File: config.mk
export PLATFORM = sky130hd
export DESIGN_NAME = csr_access_unit_flat
export DESIGN_NICKNAME = d
export VERILOG_FILES = /design/src/rtl/csr_pkg.sv /design/src/rtl/csr_access_unit_if.sv /design/src/rtl/csr_op_decode.sv /design/src/rtl/csr_access_unit.sv /design/src/flat_wrapper.sv
export SDC_FILE = /design/constraint.sdc
export NUM_CORES = 1
export LEC_CHECK = 0
export CORE_ASPECT_RATIO = 0.9
export CORE_MARGIN = 2
export CORE_UTILIZATION = 29
export DETAILED_ROUTE_END_ITERATION = 16
export DONT_BUFFER_PORTS = 1
export GPL_TIMING_DRIVEN = 0
export HOLD_SLACK_MARGIN = 0.1
export PLACE_DENSITY = 0.49
export SLEW_MARGIN = 15
export SYNTH_ARGS = -nofsm -noshare
export SYNTH_HDL_FRONTEND = slang
export SYNTH_SLANG_ARGS = --single-unit
export TNS_END_PERCENT = 1
File: constraint.sdc
create_clock -name clk -period 7.4 [get_ports clk]
set_input_delay 1.48 -clock clk [delete_from_list [all_inputs] [get_ports clk]]
set_output_delay 1.48 -clock clk [all_outputs]
set_load 0.01 [all_outputs]
File: src/rtl/csr_pkg.sv
// Shared definitions for the CSR access unit: CSR addresses, SYSTEM
// instruction encodings, sequencer states and the read-modify-write helper.
package csr_pkg;

    localparam int XLEN   = 32;
    localparam int CSR_AW = 12;

    localparam logic [11:0] CSR_MSTATUS = 12'h300;
    localparam logic [11:0] CSR_MTVEC   = 12'h305;
    localparam logic [11:0] CSR_MEPC    = 12'h341;
    localparam logic [11:0] CSR_MCAUSE  = 12'h342;

    localparam logic [2:0] F3_PRIV   = 3'b000;
    localparam logic [2:0] F3_CSRRW  = 3'b001;
    localparam logic [2:0] F3_CSRRS  = 3'b010;
    localparam logic [2:0] F3_CSRRC  = 3'b011;
    localparam logic [2:0] F3_RSVD   = 3'b100;
    localparam logic [2:0] F3_CSRRWI = 3'b101;
    localparam logic [2:0] F3_CSRRSI = 3'b110;
    localparam logic [2:0] F3_CSRRCI = 3'b111;

    localparam logic [31:0] INSTR_ECALL = 32'h0000_0073;
    localparam logic [31:0] INSTR_MRET  = 32'h3020_0073;

    typedef enum logic [2:0] {
        IDLE,
        READ,
        WRITE,
        TRAP,
        DONE
    } state_e;

    typedef enum logic [2:0] {
        OP_RW,
        OP_RS,
        OP_RC,
        OP_ECALL,
        OP_MRET,
        OP_ILLEGAL
    } op_kind_e;

    // New CSR value for a Zicsr op: plain bitwise combination of old value and operand.
    function automatic logic [XLEN-1:0] csr_apply(input op_kind_e kind,
                                                  input logic [XLEN-1:0] old_val,
                                                  input logic [XLEN-1:0] operand);
        logic [XLEN-1:0] result;
        case (kind)
            OP_RW:   result = operand;
            OP_RS:   result = old_val | operand;
            OP_RC:   result = old_val & ~operand;
            default: result = old_val;
        endcase
        return result;
    endfunction

endpackage

File: src/rtl/csr_access_unit_if.sv
// Bundles the issue handshake, the CSR file port and the result port of the
// CSR access unit. The slave side is the unit; the master side is the
// surrounding pipeline plus CSR file.
interface csr_access_unit_if
    import csr_pkg::*;
#(
    parameter int IF_XLEN   = XLEN,
    parameter int IF_CSR_AW = CSR_AW
) ();

    logic                 in_valid;
    logic                 in_ready;
    logic [31:0]          instr;
    logic [IF_XLEN-1:0]   pc;
    logic [IF_XLEN-1:0]   rs1_data;

    logic                 r_csr_en;
    logic [IF_CSR_AW-1:0] r_csr_addr;
    logic [IF_XLEN-1:0]   r_csr_data;
    logic                 w_csr_en;
    logic [IF_CSR_AW-1:0] w_csr_addr;
    logic [IF_XLEN-1:0]   w_csr_data;
    logic                 finish;
    logic [IF_XLEN-1:0]   csr_pc;
    logic                 jump_ecall;
    logic                 jump_mret;

    logic                 out_valid;
    logic                 out_ready;
    logic                 rd_wen;
    logic [4:0]           rd_addr;
    logic [IF_XLEN-1:0]   rd_data;
    logic                 redirect_valid;
    logic [IF_XLEN-1:0]   redirect_pc;
    logic                 illegal;

    modport slave (
        input  in_valid, instr, pc, rs1_data, r_csr_data, out_ready,
        output in_ready, r_csr_en, r_csr_addr, w_csr_en, w_csr_addr, w_csr_data,
               finish, csr_pc, jump_ecall, jump_mret, out_valid, rd_wen, rd_addr,
               rd_data, redirect_valid, redirect_pc, illegal
    );

    modport master (
        output in_valid, instr, pc, rs1_data, r_csr_data, out_ready,
        input  in_ready, r_csr_en, r_csr_addr, w_csr_en, w_csr_addr, w_csr_data,
               finish, csr_pc, jump_ecall, jump_mret, out_valid, rd_wen, rd_addr,
               rd_data, redirect_valid, redirect_pc, illegal
    );

endinterface

File: src/rtl/csr_op_decode.sv
// Combinational classification of a SYSTEM instruction into the operation the
// CSR access unit will sequence.
module csr_op_decode
    import csr_pkg::*;
(
    input  logic [31:0] instr_i,
    output op_kind_e    kind_o,
    output logic        imm_o,
    output logic        write_suppress_o,
    output logic        illegal_o
);

    // Set/clear with a zero rs1/zimm field must not write, so that read-only CSRs can be read safely.
    always_comb begin
        kind_o           = OP_ILLEGAL;
        imm_o            = instr_i[14];
        write_suppress_o = 1'b0;
        case (instr_i[14:12])
            F3_PRIV: begin
                if (instr_i == INSTR_ECALL) begin
                    kind_o = OP_ECALL;
                end else if (instr_i == INSTR_MRET) begin
                    kind_o = OP_MRET;
                end else begin
                    kind_o = OP_ILLEGAL;
                end
            end
            F3_CSRRW, F3_CSRRWI: kind_o = OP_RW;
            F3_CSRRS, F3_CSRRSI: begin
                kind_o           = OP_RS;
                write_suppress_o = (instr_i[19:15] == 5'd0);
            end
            F3_CSRRC, F3_CSRRCI: begin
                kind_o           = OP_RC;
                write_suppress_o = (instr_i[19:15] == 5'd0);
            end
            default: kind_o = OP_ILLEGAL;
        endcase
        illegal_o = (kind_o == OP_ILLEGAL);
    end

endmodule

File: src/rtl/csr_access_unit.sv
// CSR access unit: accepts one SYSTEM instruction at a time, performs the
// CSR read-modify-write or trap/return request, and presents a writeback or
// redirect result until the consumer takes it.
module csr_access_unit
    import csr_pkg::*;
#(
    parameter int P_XLEN   = XLEN,
    parameter int P_CSR_AW = CSR_AW
) (
    input  logic               clk,
    input  logic               rst,
    csr_access_unit_if.slave   bus
);

    state_e              state_q, state_d;
    op_kind_e            kind_q, kind_d;
    logic                suppress_q, suppress_d;
    logic [P_CSR_AW-1:0] csr_addr_q, csr_addr_d;
    logic [4:0]          rd_q, rd_d;
    logic [P_XLEN-1:0]   pc_q, pc_d;
    logic [P_XLEN-1:0]   operand_q, operand_d;
    logic [P_XLEN-1:0]   old_q, old_d;
    logic [P_XLEN-1:0]   redirect_q, redirect_d;

    op_kind_e dec_kind;
    logic     dec_imm;
    logic     dec_suppress;
    logic     dec_illegal;
    logic     is_zicsr;
    logic     is_trap;

    csr_op_decode u_decode (
        .instr_i          (bus.instr),
        .kind_o           (dec_kind),
        .imm_o            (dec_imm),
        .write_suppress_o (dec_suppress),
        .illegal_o        (dec_illegal)
    );

    assign is_zicsr = (kind_q == OP_RW) || (kind_q == OP_RS) || (kind_q == OP_RC);
    assign is_trap  = (kind_q == OP_ECALL) || (kind_q == OP_MRET);

    // State and latched operands; reset drops straight back to IDLE so no strobe can follow it.
    always_ff @(posedge clk or posedge rst) begin
        if (rst) begin
            state_q    <= IDLE;
            kind_q     <= OP_RW;
            suppress_q <= 1'b0;
            csr_addr_q <= '0;
            rd_q       <= '0;
            pc_q       <= '0;
            operand_q  <= '0;
            old_q      <= '0;
            redirect_q <= '0;
        end else begin
            state_q    <= state_d;
            kind_q     <= kind_d;
            suppress_q <= suppress_d;
            csr_addr_q <= csr_addr_d;
            rd_q       <= rd_d;
            pc_q       <= pc_d;
            operand_q  <= operand_d;
            old_q      <= old_d;
            redirect_q <= redirect_d;
        end
    end

    // Sequencing: Zicsr goes through READ and WRITE, ECALL/MRET through TRAP, illegal straight to DONE.
    always_comb begin
        state_d    = state_q;
        kind_d     = kind_q;
        suppress_d = suppress_q;
        csr_addr_d = csr_addr_q;
        rd_d       = rd_q;
        pc_d       = pc_q;
        operand_d  = operand_q;
        old_d      = old_q;
        redirect_d = redirect_q;
        case (state_q)
            IDLE: begin
                if (bus.in_valid) begin
                    kind_d     = dec_kind;
                    suppress_d = dec_suppress;
                    csr_addr_d = bus.instr[31:20];
                    rd_d       = bus.instr[11:7];
                    pc_d       = bus.pc;
                    operand_d  = dec_imm ? {{(P_XLEN-5){1'b0}}, bus.instr[19:15]} : bus.rs1_data;
                    old_d      = '0;
                    redirect_d = '0;
                    if (dec_illegal) begin
                        state_d = DONE;
                    end else if ((dec_kind == OP_ECALL) || (dec_kind == OP_MRET)) begin
                        state_d = TRAP;
                    end else begin
                        state_d = READ;
                    end
                end
            end
            READ: begin
                old_d   = bus.r_csr_data;
                state_d = WRITE;
            end
            WRITE: state_d = DONE;
            TRAP: begin
                redirect_d = bus.r_csr_data;
                state_d    = DONE;
            end
            DONE: begin
                if (bus.out_ready) begin
                    state_d = IDLE;
                end
            end
            default: state_d = IDLE;
        endcase
    end

    // Outputs are a pure function of the current state so each strobe lasts exactly one state.
    always_comb begin
        bus.in_ready       = 1'b0;
        bus.r_csr_en       = 1'b0;
        bus.r_csr_addr     = '0;
        bus.w_csr_en       = 1'b0;
        bus.w_csr_addr     = '0;
        bus.w_csr_data     = '0;
        bus.finish         = 1'b0;
        bus.csr_pc         = '0;
        bus.jump_ecall     = 1'b0;
        bus.jump_mret      = 1'b0;
        bus.out_valid      = 1'b0;
        bus.rd_wen         = 1'b0;
        bus.rd_addr        = '0;
        bus.rd_data        = '0;
        bus.redirect_valid = 1'b0;
        bus.redirect_pc    = '0;
        bus.illegal        = 1'b0;
        case (state_q)
            IDLE: bus.in_ready = ~rst;
            READ: begin
                bus.r_csr_en   = 1'b1;
                bus.r_csr_addr = csr_addr_q;
            end
            WRITE: begin
                bus.w_csr_en   = ~suppress_q;
                bus.finish     = ~suppress_q;
                bus.w_csr_addr = csr_addr_q;
                bus.w_csr_data = csr_apply(kind_q, old_q, operand_q);
            end
            TRAP: begin
                bus.jump_ecall = (kind_q == OP_ECALL);
                bus.jump_mret  = (kind_q == OP_MRET);
                bus.csr_pc     = (kind_q == OP_ECALL) ? pc_q : '0;
            end
            DONE: begin
                bus.out_valid = 1'b1;
                if (is_zicsr) begin
                    bus.rd_wen  = (rd_q != 5'd0);
                    bus.rd_addr = rd_q;
                    bus.rd_data = old_q;
                end else if (is_trap) begin
                    bus.redirect_valid = 1'b1;
                    bus.redirect_pc    = redirect_q;
                end else begin
                    bus.illegal = 1'b1;
                end
            end
            default: bus.in_ready = 1'b0;
        endcase
    end

endmodule

File: src/flat_wrapper.sv
// flat-port wrapper written by rule: the top's interface ports become plain ports
module csr_access_unit_flat import csr_pkg::*;
#(
    parameter int P_XLEN   = XLEN,
    parameter int P_CSR_AW = CSR_AW
)
  (clk, rst, bus_in_valid, bus_instr, bus_pc, bus_rs1_data, bus_r_csr_data, bus_out_ready, bus_in_ready, bus_r_csr_en, bus_r_csr_addr, bus_w_csr_en, bus_w_csr_addr, bus_w_csr_data, bus_finish, bus_csr_pc, bus_jump_ecall, bus_jump_mret, bus_out_valid, bus_rd_wen, bus_rd_addr, bus_rd_data, bus_redirect_valid, bus_redirect_pc, bus_illegal);
  csr_access_unit_if bus_i ();
  input  logic clk;
  input  logic rst;
  input wire logic [$bits(bus_i.in_valid)-1:0] bus_in_valid;
  input wire logic [$bits(bus_i.instr)-1:0] bus_instr;
  input wire logic [$bits(bus_i.pc)-1:0] bus_pc;
  input wire logic [$bits(bus_i.rs1_data)-1:0] bus_rs1_data;
  input wire logic [$bits(bus_i.r_csr_data)-1:0] bus_r_csr_data;
  input wire logic [$bits(bus_i.out_ready)-1:0] bus_out_ready;
  output wire logic [$bits(bus_i.in_ready)-1:0] bus_in_ready;
  output wire logic [$bits(bus_i.r_csr_en)-1:0] bus_r_csr_en;
  output wire logic [$bits(bus_i.r_csr_addr)-1:0] bus_r_csr_addr;
  output wire logic [$bits(bus_i.w_csr_en)-1:0] bus_w_csr_en;
  output wire logic [$bits(bus_i.w_csr_addr)-1:0] bus_w_csr_addr;
  output wire logic [$bits(bus_i.w_csr_data)-1:0] bus_w_csr_data;
  output wire logic [$bits(bus_i.finish)-1:0] bus_finish;
  output wire logic [$bits(bus_i.csr_pc)-1:0] bus_csr_pc;
  output wire logic [$bits(bus_i.jump_ecall)-1:0] bus_jump_ecall;
  output wire logic [$bits(bus_i.jump_mret)-1:0] bus_jump_mret;
  output wire logic [$bits(bus_i.out_valid)-1:0] bus_out_valid;
  output wire logic [$bits(bus_i.rd_wen)-1:0] bus_rd_wen;
  output wire logic [$bits(bus_i.rd_addr)-1:0] bus_rd_addr;
  output wire logic [$bits(bus_i.rd_data)-1:0] bus_rd_data;
  output wire logic [$bits(bus_i.redirect_valid)-1:0] bus_redirect_valid;
  output wire logic [$bits(bus_i.redirect_pc)-1:0] bus_redirect_pc;
  output wire logic [$bits(bus_i.illegal)-1:0] bus_illegal;
  assign bus_i.in_valid = bus_in_valid;
  assign bus_i.instr = bus_instr;
  assign bus_i.pc = bus_pc;
  assign bus_i.rs1_data = bus_rs1_data;
  assign bus_i.r_csr_data = bus_r_csr_data;
  assign bus_i.out_ready = bus_out_ready;
  assign bus_in_ready = bus_i.in_ready;
  assign bus_r_csr_en = bus_i.r_csr_en;
  assign bus_r_csr_addr = bus_i.r_csr_addr;
  assign bus_w_csr_en = bus_i.w_csr_en;
  assign bus_w_csr_addr = bus_i.w_csr_addr;
  assign bus_w_csr_data = bus_i.w_csr_data;
  assign bus_finish = bus_i.finish;
  assign bus_csr_pc = bus_i.csr_pc;
  assign bus_jump_ecall = bus_i.jump_ecall;
  assign bus_jump_mret = bus_i.jump_mret;
  assign bus_out_valid = bus_i.out_valid;
  assign bus_rd_wen = bus_i.rd_wen;
  assign bus_rd_addr = bus_i.rd_addr;
  assign bus_rd_data = bus_i.rd_data;
  assign bus_redirect_valid = bus_i.redirect_valid;
  assign bus_redirect_pc = bus_i.redirect_pc;
  assign bus_illegal = bus_i.illegal;
  csr_access_unit #(.P_XLEN(P_XLEN), .P_CSR_AW(P_CSR_AW)) u_core (.clk(clk), .rst(rst), .bus(bus_i));
endmodule
==> run_results.csv, run 1 <==
group,metric,value,unit
outcome,status,"finished, final reports clean",
worst_setup_path,critPathSlowestCell,"a21oi_1",
place,io_buffers,0,
clocking,cts_hold_buf,0,
clocking,cts.sinks,152,
drt,drt-wirelength-per-cell,20.7,um
timing,timing.fmax,235,MHz
synthesis,async_reset_ff_frac,1.00,
worst_setup_path,r2r_setup_slack,5.35,ns
timing,period_minus_slack,4.25,ns
drt,routed_wirelength,25.2,mm
drt,vias,5989,
pwr,total_power,3.42,mW
run,cap_violations,0,
synthesis,synth_area_per_cell,8.93,um2
die,start_util,0.297,
grt,grt_first_pass_wirelength,37.9,mm
drt,drc_errors,0,
worst_setup_path,arrival,2.77,ns
clocking,path_clk_slew,0.07,ns
layout,layout_commonest_cell,"nand2_1",
worst_setup_path,cp_common_cell,"clkbuf_1",
drt,drt_iter0_drc,377,
worst_setup_path,critPathMaxFanout,10,
clocking,cts_buffer_depth,2,
timing,worst_pin_slew,1.08,ns
clocking,cts-root-buf,"clkbuf_16",
place,dp_cells,1186,
synthesis,synth-simple-area-share,0.314,
worst_setup_path,crit_chain,"clkbuf_1 -> nor2_1 -> nand2_1 -> a21oi_1 -> clkbuf_1 -> and2_1",
pwr,ir_worst_vdd,0.000146,V
synthesis,ys_ff_latch,152,
die,rows,55,
timing,relSlewSlack,0.281,
layout,multiInputGateArea,3430,um2
synthesis,synth-xor-area-share,0,
die,die_w,174,um
worst_setup_path,slowest_delay,0.86,ns
worst_setup_path,crit_path_start_kind,"flop",
timing,setup_violations,0,
layout,diodes,0,
timing,hold_viol_final,0,
worst_setup_path,crit_type,"flop to output port",
synthesis,yosys_most_used_dff,"dfrtp_1",
layout,fin_cells,1218,
timing,finalMaxSlewViolations,0,
worst_setup_path,crit_path_end_kind,"output port",
timing,skew,0.0110,ns
die,die_h,157,um
place,gp_congestion,0.753,
synthesis,syn-num-nets,975,
place,place_hpwl,18.7,mm
clocking,clock_latency,0.42,ns
layout,layout-drive-gt1-share,0.0776,
synthesis,synth-compound-area-share,0.135,
synthesis,seq_area_frac_synth,0.505,
grt,grt_max_degree,86,
die,coreArea,25300,um2
layout,nets,995,
die,die_area,27300,um2
synthesis,synth_warnings,0,
timing,period_share,0.575,
synthesis,syn_area,7520,um2
clocking,cts_tree,"yes",
worst_setup_path,worstPathRequired,5.92,ns
layout,mostFrequentLayoutCells,"nand2_1 (242), dfrtp_1 (152), and2_1 (126), a22o_1 (64), a21oi_1 (41)",
layout,synthToLayoutAreaGrowth,14.1,%
clocking,cts_setup_buffers,0,
layout,fillers,2643,
clocking,htreeDepth,4,
pwr,p_leak,4.05,nW
synthesis,synth-edff-count,0,
synthesis,synth_mux_area_frac,0.00665,
drt,first_pass_iters,4,
drt,viasPerCell,4.92,
clocking,cts_buffers,17,
synthesis,synth_top_family_by_area,"simple AND/OR/NAND/NOR gates",
synthesis,synth-adder-area-share,0,
drt,ant_nets,0,
grt,grt.total_usage,0.185,
pwr,power.density,399,nW/um2
die,num_io_pins,299,
grt,grt_overflow,0,
hold_path,min_path_type,"flop to flop",
synthesis,syn_inst,843,
synthesis,synth_cell_types,39,
clocking,ctsResizeCount,0,
grt,grt_pass1_vias,5924,
grt,antenna_found_initial,0,
timing,grt_setup_unrepaired,"false",
layout,register_area,3800,um2
## final cells by class
| type | count | share of cell area |
|---|---|---|
| Sequential cell | 152 | 0.443 |
| Multi-Input combinational cell | 623 | 0.399 |
| Clock buffer | 17 | 0.0495 |
| Timing Repair Buffer | 1 | 0.00321 |
| Inverter | 3 | 0.00219 |
| Clock inverter | 15 | 0.0201 |
| Buffer | 65 | 0.0329 |
| Tap cell | 342 | 0.0498 |
## flip-flops by register name, summed over array words and instances (netlist names)
name and cells:
u_core.old_q 32, u_core.operand_q 32, u_core.pc_q 32, u_core.redirect_q 32, u_core.csr_addr_q 12, u_core.rd_q 5, u_core.kind_q 3, u_core.state_q 3
u_core.suppress_q 1
## layer usage
metal	up-vias	wire length [um]	GRT usage
met5	-	0	0
met1	2902	11300	0.242
met4	0	538	0.0592
met2	225	11400	0.287
met3	31	2040	0.0639
li1	2831	-	-
## cells by family after synthesis
family | Yosys count
AOI/OAI and AO/OA | 149
buffers and inverters | 68
DFF | 152
muxes | 5
and+or+nand+nor | 469
## critical path, delay by kind of cell (launching register included)
| family | cells | cell delay [ns] |
|---|---|---|
| compound gates | 1 | 0.86 |
| buf+inv | 2 | 0.61 |
| simple gates | 3 | 0.53 |
| flops | 1 | 0.36 |
## cell usage after synthesis, types with 2 or more instances
library cell,count,area share
a21oi_1,41,0.027
a22o_1,64,0.074
and2_1,126,0.10
buf_2,25,0.017
clkbuf_1,36,0.018
clkbuf_2,3,0.0020
dfrtp_1,152,0.51
inv_1,3,0.0015
mux2i_1,5,0.0067
nand2_1,242,0.12
nand2b_1,2,0.0017
nand3b_1,28,0.028
nor2_1,14,0.0070
nor2b_1,33,0.027
nor3_1,2,0.0013
nor3b_1,2,0.0020
nor4_1,6,0.0050
o21a_1,2,0.0020
o21ai_0,32,0.021
o21ai_1,4,0.0027
or3_1,2,0.0017
or4_1,2,0.0020
## where the power goes
part           internal, mW  switching [mW]  total, mW
Combinational         0.384           0.722       1.11
Sequential             1.17           0.239       1.41
Clock                 0.511           0.399      0.910
Total                  2.06            1.36       3.42
## stage by stage
stage,hold slack [ns],utilization,setup slack [ns],area [um2],TNS [ns]
2_1_floorplan,0.437,-,1.83,7520,0
3_3_place_gp,0.452,0.314,-0.397,7950,-59.31
3_5_place_dp,0.455,0.315,3.46,7990,0
4_1_cts,0.474,0.339,2.98,8590,0
5_1_grt,0.491,0.339,2.87,8590,0
6_report,0.466,0.339,3.15,8590,0
## path summary, 6_finish.rpt
| kind | startpoint | endpoint | cells past startpoint |
|---|---|---|---|
| max | u_core.kind_q[1]$_DFFE_PP0P_ | bus_redirect_pc[4] | 6 |
| min | u_core.pc_q[10]$_DFFE_PP0P_ | u_core.pc_q[10]$_DFFE_PP0P_ | 2 |
| max reg2reg | u_core.state_q[0]$_DFFE_PP0P_ | u_core.old_q[5]$_DFFE_PP0P_ | 5 |
| min reg2reg | u_core.pc_q[10]$_DFFE_PP0P_ | u_core.pc_q[10]$_DFFE_PP0P_ | 2 |
| max in group asynchronous | rst | u_core.operand_q[23]$_DFFE_PP0P_ | 2 |
| min in group asynchronous | rst | u_core.csr_addr_q[0]$_DFFE_PP0P_ | 1 |
Note: power is estimated with default switching activity, not from simulation.
==> run 2, diff against run 1 <==
--- a/config.mk
+++ b/config.mk
@@ -12,7 +12,7 @@
 export DONT_BUFFER_PORTS = 1
 export GPL_TIMING_DRIVEN = 0
 export HOLD_SLACK_MARGIN = 0.1
-export PLACE_DENSITY = 0.49
+export PLACE_DENSITY = 0.5
 export SLEW_MARGIN = 15
 export SYNTH_ARGS = -nofsm -noshare
 export SYNTH_HDL_FRONTEND = slang
==> constraint.sdc (replaced) <==
create_clock -name clk -period 3.55 [get_ports clk]
set_input_delay 0.71 -clock clk [delete_from_list [all_inputs] [get_ports clk]]
set_output_delay 0.71 -clock clk [all_outputs]
set_load 0.01 [all_outputs]
==> run_results.csv, run 2 (same netlist as run 1, synthesis figures left out) <==
group,metric,value,unit
layout,multiInputGateArea,3430,um2
worst_setup_path,arrival,2.45,ns
outcome,status,"finished, final reports clean",
drt,first_pass_iters,5,
pwr,power.density,820,nW/um2
pwr,p_comb_frac,0.327,
clocking,path_clk_slew,0.07,ns
grt,grt_max_degree,34,
pwr,p_int,4.26,mW
drt,drt_iter0_drc,304,
layout,nets,999,
grt,grt_first_pass_wirelength,38.4,mm
die,start_util,0.297,
clocking,cts_setup_buffers,0,
timing,timing.fmax,316,MHz
die,rows,55,
worst_setup_path,crit_type,"flop to output port",
die,coreArea,25300,um2
die,die_w,174,um
clocking,cts.sinks,152,
worst_setup_path,crit_chain,"clkbuf_1 -> nand3b_1 -> a21oi_2 -> clkbuf_1 -> and2_1",
layout,diodes,0,
worst_setup_path,critPathMaxFanout,10,
timing,relSlewSlack,0.248,
pwr,ir_worst_vdd,0.000265,V
run,cap_violations,0,
clocking,cts-root-buf,"clkbuf_16",
timing,finalMaxSlewViolations,0,
layout,fillers,2715,
layout,fin_util,0.341,
timing,hold_viol_final,0,
layout,layout_commonest_cell,"nand2_1",
layout,stdcell_area,8640,um2
grt,grt.total_usage,0.188,
drt,vias,6007,
grt,grt_overflow,0,
pwr,power_frac_seq,0.414,
die,num_io_pins,299,
timing,skew,0.00759,ns
place,gp_congestion,0.773,
timing,period_minus_slack,3.16,ns
clocking,htreeDepth,4,
clocking,cts_hold_buf,0,
clocking,ctsResizeCount,0,
clocking,cts_buffers,17,
pwr,swShare,0.399,
clocking,cts_tree,"yes",
layout,layout-drive-gt1-share,0.0818,
place,io_buffers,0,
layout,synthToLayoutAreaGrowth,14.8,%
worst_setup_path,crit_path_start_kind,"flop",
layout,register_area,3800,um2
pwr,p_switching,2.83,mW
drt,drt-wirelength-per-cell,20.9,um
drt,ant_nets,0,
clocking,clock_latency,0.42,ns
drt,drc_errors,0,
worst_setup_path,slowest_delay,0.52,ns
grt,antenna_found_initial,0,
die,die_area,27300,um2
pwr,pwr-share-clk,0.258,
timing,setup_violations,0,
drt,viasPerCell,4.92,
timing,period_share,0.890,
timing,grt_setup_unrepaired,"false",
worst_setup_path,cp_common_cell,"clkbuf_1",
die,die_h,157,um
layout,mostFrequentLayoutCells,"nand2_1 (242), dfrtp_1 (152), and2_1 (126), a22o_1 (64), a21oi_1 (40)",
drt,routed_wirelength,25.6,mm
pwr,p_leak,4.07,nW
place,postPlaceCellArea,8060,um2
place,place_hpwl,19.6,mm
worst_setup_path,crit_path_end_kind,"output port",
worst_setup_path,worstPathRequired,2.84,ns
worst_setup_path,reg2reg_depth,5,
clocking,cts_buffer_depth,2,
timing,worst_pin_slew,1.12,ns
worst_setup_path,critPathSlowestCell,"a21oi_2",
grt,grt_pass1_vias,6193,
hold_path,min_path_type,"primary input to async pin",
## run 2: area by class of cell
type                            count  area share
Buffer                             65      0.0327
Clock inverter                     13      0.0156
Multi-Input combinational cell    623       0.397
Inverter                            3     0.00174
Clock buffer                       19      0.0513
Timing Repair Buffer                5      0.0116
Tap cell                          342      0.0495
Sequential cell                   152       0.440
## run 2: power groups by stage
stage	logic [mW]	registers [mW]	clock network, mW
floorplan	1.73	2.78	0
global placement	2.32	2.94	0
detailed placement	2.37	2.95	0
CTS	2.38	2.93	1.90
global route	2.66	3.04	1.96
finish	2.32	2.93	1.83
## run 2: worst paths after layout
kind / from / endpoint / slack [ns]
hold / removal: rst / u_core.operand_q[28]$_DFFE_PP0P_ / 0.21
min in group clk: bus_pc[11] / u_core.pc_q[11]$_DFFE_PP0P_ / 0.38
max in group asynchronous: rst / u_core.old_q[3]$_DFFE_PP0P_ / 2.60
setup reg to reg: u_core.state_q[0]$_DFFE_PP0P_ / u_core.old_q[5]$_DFFE_PP0P_ / 1.54
hold reg to reg: u_core.pc_q[11]$_DFFE_PP0P_ / u_core.pc_q[11]$_DFFE_PP0P_ / 0.47
setup / recovery: u_core.kind_q[1]$_DFFE_PP0P_ / bus_redirect_pc[26] / 0.39
## run 2: stage by stage
| step | cells | power, mW | hold WS [ns] | setup TNS [ns] | worst slack [ns] |
|---|---|---|---|---|---|
| 2_1_floorplan | 843 | 4.51 | 0.437 | 0 | 0.923 |
| 3_3_place_gp | 1185 | 5.26 | 0.451 | -19.98 | -0.142 |
| 3_5_place_dp | 1190 | 5.33 | 0.455 | 0 | 0.500 |
| 4_1_cts | 1222 | 7.21 | 0.206 | 0 | 0.0205 |
| 5_1_grt | 1222 | 7.66 | 0.228 | 0 | 0.0557 |
| 6_report | 1222 | 7.08 | 0.208 | 0 | 0.390 |
## run 2: worst max-delay path: cells and delay by family (launching register included)
kind	cells	cell delay [ns]
compound gates	1	0.52
buf+inv	2	0.76
flops	1	0.32
simple gates	2	0.42
## run 2: layer usage
layer / part of all wire / up-vias / global-route usage
li1: - / 2834 / -
met1: 0.45 / 2923 / 0.243
met2: 0.45 / 227 / 0.297
met3: 0.084 / 23 / 0.0641
met4: 0.019 / 0 / 0.0600
met5: 0 / - / 0
